==> src/rtl/serial_word_tx_pkg.sv <==
// rtl/serial_word_tx_pkg.sv - shared state encodings for the serial word transmitter family
//
// Holds the FSM state type and its width so the matching serial receivers
// and their benches decode the same codes.

package serial_word_tx_pkg;

  localparam int STATE_W = 2;

  // 2'b11 is deliberately left unnamed; the FSM treats it as a stray code
  // and recovers to IDLE on the next edge.
  typedef enum logic [STATE_W-1:0] {
    IDLE  = 2'b00,
    SHIFT = 2'b01,
    DONE  = 2'b10
  } state_t;

endpackage

==> src/rtl/serial_word_tx.sv <==
// rtl/serial_word_tx.sv - parallel-to-serial word transmitter with start/busy/done handshake
//
// Ports:
//   clk      system clock, all state changes on posedge
//   reset    asynchronous active-low reset
//   start    request to send data_in, only looked at in IDLE
//   data_in  WIDTH-bit word, captured on the accepting edge
//   hold     freezes shifting while in SHIFT
//   out      serial data line (registered, Moore)
//   busy     high while bits are being driven
//   done     one-cycle pulse after the last bit

module serial_word_tx
  import serial_word_tx_pkg::*;
#(
  parameter int WIDTH     = 8,
  parameter bit MSB_FIRST = 1'b0
) (
  input  logic             clk,
  input  logic             reset,
  input  logic             start,
  input  logic [WIDTH-1:0] data_in,
  input  logic             hold,
  output logic             out,
  output logic             busy,
  output logic             done
);

  localparam int CNT_W = $clog2(WIDTH);
  localparam logic [CNT_W-1:0] LAST_CNT = CNT_W'(WIDTH - 1);

  state_t           state, state_nxt;
  logic [WIDTH-1:0] sreg, sreg_nxt;
  logic [CNT_W-1:0] cnt, cnt_nxt;

  // The next bit always sits at the output end, so shifting moves the
  // register one place toward that end with a zero filling the far side.
  logic [WIDTH-1:0] sreg_shifted;
  logic             sreg_head;

  always_comb begin
    if (MSB_FIRST) begin
      sreg_shifted = {sreg[WIDTH-2:0], 1'b0};
      sreg_head    = sreg[WIDTH-1];
    end else begin
      sreg_shifted = {1'b0, sreg[WIDTH-1:1]};
      sreg_head    = sreg[0];
    end
  end

  always_ff @(posedge clk or negedge reset) begin
    if (!reset) begin
      state <= IDLE;
      sreg  <= '0;
      cnt   <= '0;
    end else begin
      state <= state_nxt;
      sreg  <= sreg_nxt;
      cnt   <= cnt_nxt;
    end
  end

  // Outputs depend only on registered state, so out has no path from any
  // input and drops to zero the moment reset clears the state register.
  always_comb begin
    state_nxt = state;
    sreg_nxt  = sreg;
    cnt_nxt   = cnt;
    out       = 1'b0;
    busy      = 1'b0;
    done      = 1'b0;

    case (state)
      IDLE: begin
        if (start) begin
          sreg_nxt  = data_in;
          cnt_nxt   = '0;
          state_nxt = SHIFT;
        end
      end

      SHIFT: begin
        busy = 1'b1;
        out  = sreg_head;
        if (!hold) begin
          sreg_nxt = sreg_shifted;
          // The count stops at the last index; the state leaves SHIFT
          // there, so it never needs to wrap.
          if (cnt == LAST_CNT) begin
            state_nxt = DONE;
          end else begin
            cnt_nxt = cnt + 1'b1;
          end
        end
      end

      DONE: begin
        done      = 1'b1;
        state_nxt = IDLE;
      end

      default: begin
        state_nxt = IDLE;
      end
    endcase
  end

endmodule
==> config.mk <==
export PLATFORM = sky130hd
export DESIGN_NAME = serial_word_tx
export DESIGN_NICKNAME = d
export VERILOG_FILES = /design/src/rtl/serial_word_tx_pkg.sv /design/src/rtl/serial_word_tx.sv
export SDC_FILE = /design/constraint.sdc
export NUM_CORES = 1
export LEC_CHECK = 0
export CAP_MARGIN = 10
export CORE_MARGIN = 2
export CORE_UTILIZATION = 52
export CTS_BUF_LIST = sky130_fd_sc_hd__clkbuf_4 sky130_fd_sc_hd__clkbuf_8
export DETAILED_ROUTE_END_ITERATION = 10
export PLACE_DENSITY = 0.91
export SLEW_MARGIN = 40
export SYNTH_ARGS = -nofsm -noshare
export SYNTH_HDL_FRONTEND = slang
export SYNTH_SLANG_ARGS = --single-unit
==> constraint.sdc <==
create_clock -name clk -period 2.1 [get_ports clk]
set_clock_uncertainty 0.1 [all_clocks]
set_input_delay 0.42 -clock clk [delete_from_list [all_inputs] [get_ports clk]]
set_output_delay 0.42 -clock clk [all_outputs]
set_load 0.02 [all_outputs]
Word-level counts from Yosys, hierarchy flattened
Index checks and enable logic that the tools add are counted.

storage, ports and cells
  bits in read-only memories = 0
  logic and storage cells = 30
  bits in latches = 0
  memories kept = 0
  flip-flop bits (word level) = 13
  RAM bits = 0

operators by class
  equality and inequality tests = 7
  $lt $le $gt $ge = 0
  shift operators = 0
  multipliers = 0
  add/subtract/negate cells = 1
  reductions and logical operators = 5
  multiplexer cells = 14
  div/mod/pow operators = 0
  bitwise gates (word level) = 0

operators by type and width
  operator                                              number
  2-to-1 mux 8 bit                                      2
  case mux 8 bit (2 select lines)                       1
  2-to-1 mux 3 bit                                      3
  inequality test 2 bit (second input constant)         4
  2-to-1 mux 2 bit                                      3
  case mux 3 bit (2 select lines)                       1
  AND reduction 3 bit                                   2
  case mux 2 bit (2 select lines)                       1
  AND reduction 4 bit                                   1
  adder 3 x 1 -> 3 bit (second input constant)          1
  equality test 3 bit (second input constant)           1
  2-to-1 mux 1 bit                                      3
  equality test 2 x 1 -> 1 bit (second input constant)  1
  equality test 2 bit (second input constant)           1
  logical NOT 2 bit                                     1
  nonzero test 2 bit                                    1

Logic depth before layout (Yosys ltp)
  depth after elaboration = 4
  gate-level depth with buffers = 5
  depth with buffers taken out = 5

Worst setup path before layout
OpenSTA, ideal clock, no wires.

  path kind = reg2reg
  start = register cnt[0]
  end = register cnt[1]
  data required time = 1.879 ns
  slack = 0.366 ns
  library setup time = 0.121 ns
  arrival time = 1.513 ns
  stages on the path, launching flop included = 6
  cell sequence = dfrtp_1 -> ha_1 -> ha_1 -> or2_2 -> a22o_1 -> a22o_1

on the way
  cells in the longest elaborated chain, start to end = 4
  elaborated cells on any way between the ends = 7
  those cells by class = add/sub (1); eq/ne (2); mux (3); reduce/logical (1)

RTL lines
  what                             RTL line              source
  start: declaration               serial_word_tx.sv:34  logic [CNT_W-1:0] cnt, cnt_nxt;
  start signal: assignment         serial_word_tx.sv:59  cnt <= cnt_nxt;
  adder 3 x 1 -> 3 bit             serial_word_tx.sv:92  cnt_nxt = cnt + 1'b1;
  2-to-1 mux 3 bit                 serial_word_tx.sv:89  if (cnt == LAST_CNT) begin
  2-to-1 mux 3 bit                 serial_word_tx.sv:85  if (!hold) begin
  case mux 3 bit (2 select lines)  serial_word_tx.sv:73  case (state)

Several ways; a longest one is shown, not always the timed one. The select of a mux whose other input is x is not followed.
A chain may end at the register's enable or synchronous reset.

Worst setup path in the final report
  start = register state[1]
  end = output port busy

on the way
  cells in the longest elaborated chain, start to end = 2

RTL lines
  what                          RTL line              source
  start: declaration            serial_word_tx.sv:32  state_t state, state_nxt;
  start signal: assignment      serial_word_tx.sv:57  state <= state_nxt;
  equality test 2 x 1 -> 1 bit  serial_word_tx.sv:73
  2-to-1 mux 1 bit              serial_word_tx.sv:73
  end: declaration              serial_word_tx.sv:25  output logic busy,

No other way between the ends.

==> flow_metrics.env <==
export IMPL_rsz0062_at_grt="no"
export IMPL_diodes=0
export IMPL_final_cells=87
export IMPL_critical_path_class="reg -> out"
export IMPL_worstPathMaxFanout=5
export IMPL_root_buffer="clkbuf_4"
export IMPL_synthArstFlopShare=1.000
export IMPL_gr_usage_all_layers=0.1966
export IMPL_postCtsHoldBufs=0
export IMPL_p_clk_frac=0.136
export IMPL_dpl_cell_count=83
export IMPL_first_iter_violations=2
export IMPL_switching_power_uw=365.9
export IMPL_cts_sinks=13
export IMPL_syn_inst=51
export IMPL_hold_path_class="in -> async"
export IMPL_overflow=0
export IMPL_die_w_um=42.03
export IMPL_cts_tree="done"
export IMPL_grt_pass1_wl_um=2442
export IMPL_synth_seq_cells=13
export IMPL_numPortBuffers=14
export IMPL_r2r_slack_ps=270
export IMPL_worst_ep_required_time_ps=1580
export IMPL_leakage_uw=0.0005029
export IMPL_clk_latency_ps=270
export IMPL_fin_setup_tns_ps=0
export IMPL_vias=502
export IMPL_worst_r2r_cell_count=5
export IMPL_clockBufferDepth=2
export IMPL_grt_pass1_vias=518
export IMPL_syn_num_nets=65
export IMPL_finalSetupViolCount=0
export IMPL_ys_seq_area_frac=0.4326
export IMPL_p_int_uw=842.0
export IMPL_r2r_start="cnt[0]"
export IMPL_cts_made_buffers=3
export IMPL_p_comb_frac=0.537
export IMPL_drive_gt1_frac=0.4028
export IMPL_drt_vias_per_instance=5.770
export IMPL_relSlewSlack=0.6255
export IMPL_seqPwrFrac=0.327
export IMPL_antenna_found_initial=0
export IMPL_drv_slew=0
export IMPL_crit_arrival_ps=1520
export IMPL_areaGrowthSynthToFinish_pct=29.12
export IMPL_maxCapViolCount=0
export IMPL_hold_viol=0
export IMPL_worst_slew_pin_slew_ps=559.9
export IMPL_fp_dieH_um=42.03
export IMPL_endpoint_kind="primary output"
export IMPL_timing_final_ws_setup_ps=63.70
export IMPL_wl_per_cell_um=16.44
export IMPL_route_detailed_drc=0
export IMPL_h_tree_depth=1
export IMPL_nFillCells=98
export IMPL_status="finished, final reports clean"
export IMPL_reg2reg_to="cnt[1]"
export IMPL_yosysWarnings=0
export IMPL_synth_edf_count=0
export IMPL_pin_count=15
export IMPL_cp_endpoint="busy"
export IMPL_place_ws_ps=194.3
export IMPL_first_pass_iters=4
export IMPL_fmax_mhz=491.1
export IMPL_synth_ff_type="dfrtp_1"
export IMPL_start_util=0.5638
export IMPL_synth_avg_cell_area_sq_um=14.74
export IMPL_start_kind="flip-flop"
export IMPL_place_gp_congestion=0.6945
export IMPL_dieArea_sq_um=1766
export IMPL_antenna_left=0
export IMPL_crit_start="state[1]"
export IMPL_fin_crit_ps=2036
export IMPL_ir_drop_v=0.0007107
export IMPL_yosys_top_cells_area="dfrtp_1 (43%), mux2_4 (30%), a22o_1 (5.8%)"
export IMPL_wirelength_um=1430
export IMPL_grt_start_max_net_pins=14
export IMPL_finalCritPeriodShare=0.9697
export IMPL_synth_top_area_frac=0.4326
export IMPL_core_area_sq_um=1334
export IMPL_path_clk_slew_ps=70
export IMPL_swShare=0.3029
export IMPL_final_nets=87
export IMPL_synth_cell_types=18
export IMPL_synth_area_sq_um=752.0
export IMPL_rows=13
export IMPL_power_density_nw_per_um2=1244
export IMPL_dp_hpwl_um=1098
export IMPL_synth_area_leader_cell="dfrtp_1"
routing by layer:
| layer | up-vias | routed length (um) | global-route usage | share of wire |
|---|---|---|---|---|
| li1 | 228 | - | - | - |
| met4 | 0 | 38 | 0.1313 | 0.027 |
| met2 | 15 | 717 | 0.3094 | 0.50 |
| met3 | 5 | 68 | 0.04310 | 0.048 |
| met5 | - | 0 | 0 | 0 |
| met1 | 254 | 605 | 0.2403 | 0.42 |
registers in the layout (all words and copies together), names as in the netlist:
register,flops
cnt,3
state,2
sreg,8
logic make-up (layout without fill, tap and decap cells):
logic type               after synthesis  after routing  synth area share
AND/OR/NAND/NOR                        9              9           0.08653
adder cells (fa/ha/maj)                2              2           0.03327
buffers and inverters                  3             24           0.03493
multiplexers                          16             16            0.3145
flip-flops                            13             13            0.4326
AO/OA/AOI/OAI                          8              8           0.09818
critical path, stage by stage, from the launching register on:
cell,delay (ps)
dfrtp_1,420
nor2b_4,190
clkdlybuf4s50_1,640
synth_stat cells (2+ instances only):
cell     instances
dfrtp_1         13
nor2b_1          2
mux2_4          15
ha_1             2
a22o_1           5
buf_6            2
cell usage in the layout (no fill, tap or decap), types with 2 or more instances in the layout:
| cell type | synthesis | layout |
|---|---|---|
| dfrtp_1 | 13 | 13 |
| mux2_4 | 15 | 15 |
| nor2b_1 | 2 | 2 |
| a22o_1 | 5 | 5 |
| buf_4 | 0 | 4 |
| dlygate4sd2_1 | 0 | 2 |
| clkdlybuf4s50_1 | 0 | 12 |
| clkbuf_4 | 0 | 4 |
| ha_1 | 2 | 2 |
power groups by stage:
stage          registers [uW]  logic, uW  clock network, uW
2_1_floorplan             381        499                  0
3_3_place_gp              392        630                  0
5_1_grt                   406        701                179
6_report                  395        649                164
3_5_place_dp              395        659                  0
4_1_cts                   395        657                172
how the worst min path moves through the flow:
stage                          to  slack [ps]  cells after the start
after floorplan            cnt[0]          20                      0
after CTS                 sreg[3]         410                      1
after global routing      sreg[1]         440                      1
after global placement    sreg[0]         390                      1
after detailed placement  sreg[0]         400                      1
final                     sreg[3]         400                      1
cell type report:
| type | instances | area [sq um] | area share |
|---|---|---|---|
| Clock buffer | 4 | 30.03 | 0.03093 |
| Multi-Input combinational cell | 35 | 405.4 | 0.4175 |
| Timing Repair Buffer | 19 | 187.7 | 0.1933 |
| Inverter | 1 | 3.754 | 0.003866 |
| Tap cell | 15 | 18.77 | 0.01933 |
| Sequential cell | 13 | 325.3 | 0.3351 |
timing repair:
| item | CTS | global route |
|---|---|---|
| setup endpoints to repair | 2 | 0 |
| resized for setup | 3 | 0 |
| setup buffers | 0 | 0 |
stage by stage:
step | hold slack (ps) | power [uW] | cell area, sq um | util
3_3_place_gp | 392.9 | 1021 | 938.4 | 0.7036
3_5_place_dp | 398.7 | 1054 | 938.4 | 0.7036
4_1_cts | 413.9 | 1224 | 970.9 | 0.7280
5_1_grt | 441.0 | 1286 | 970.9 | 0.7280
6_report | 402.4 | 1208 | 970.9 | 0.7280
2_1_floorplan | 24.41 | 880.2 | 752.0 | -
(Power assumes the default switching activity.)
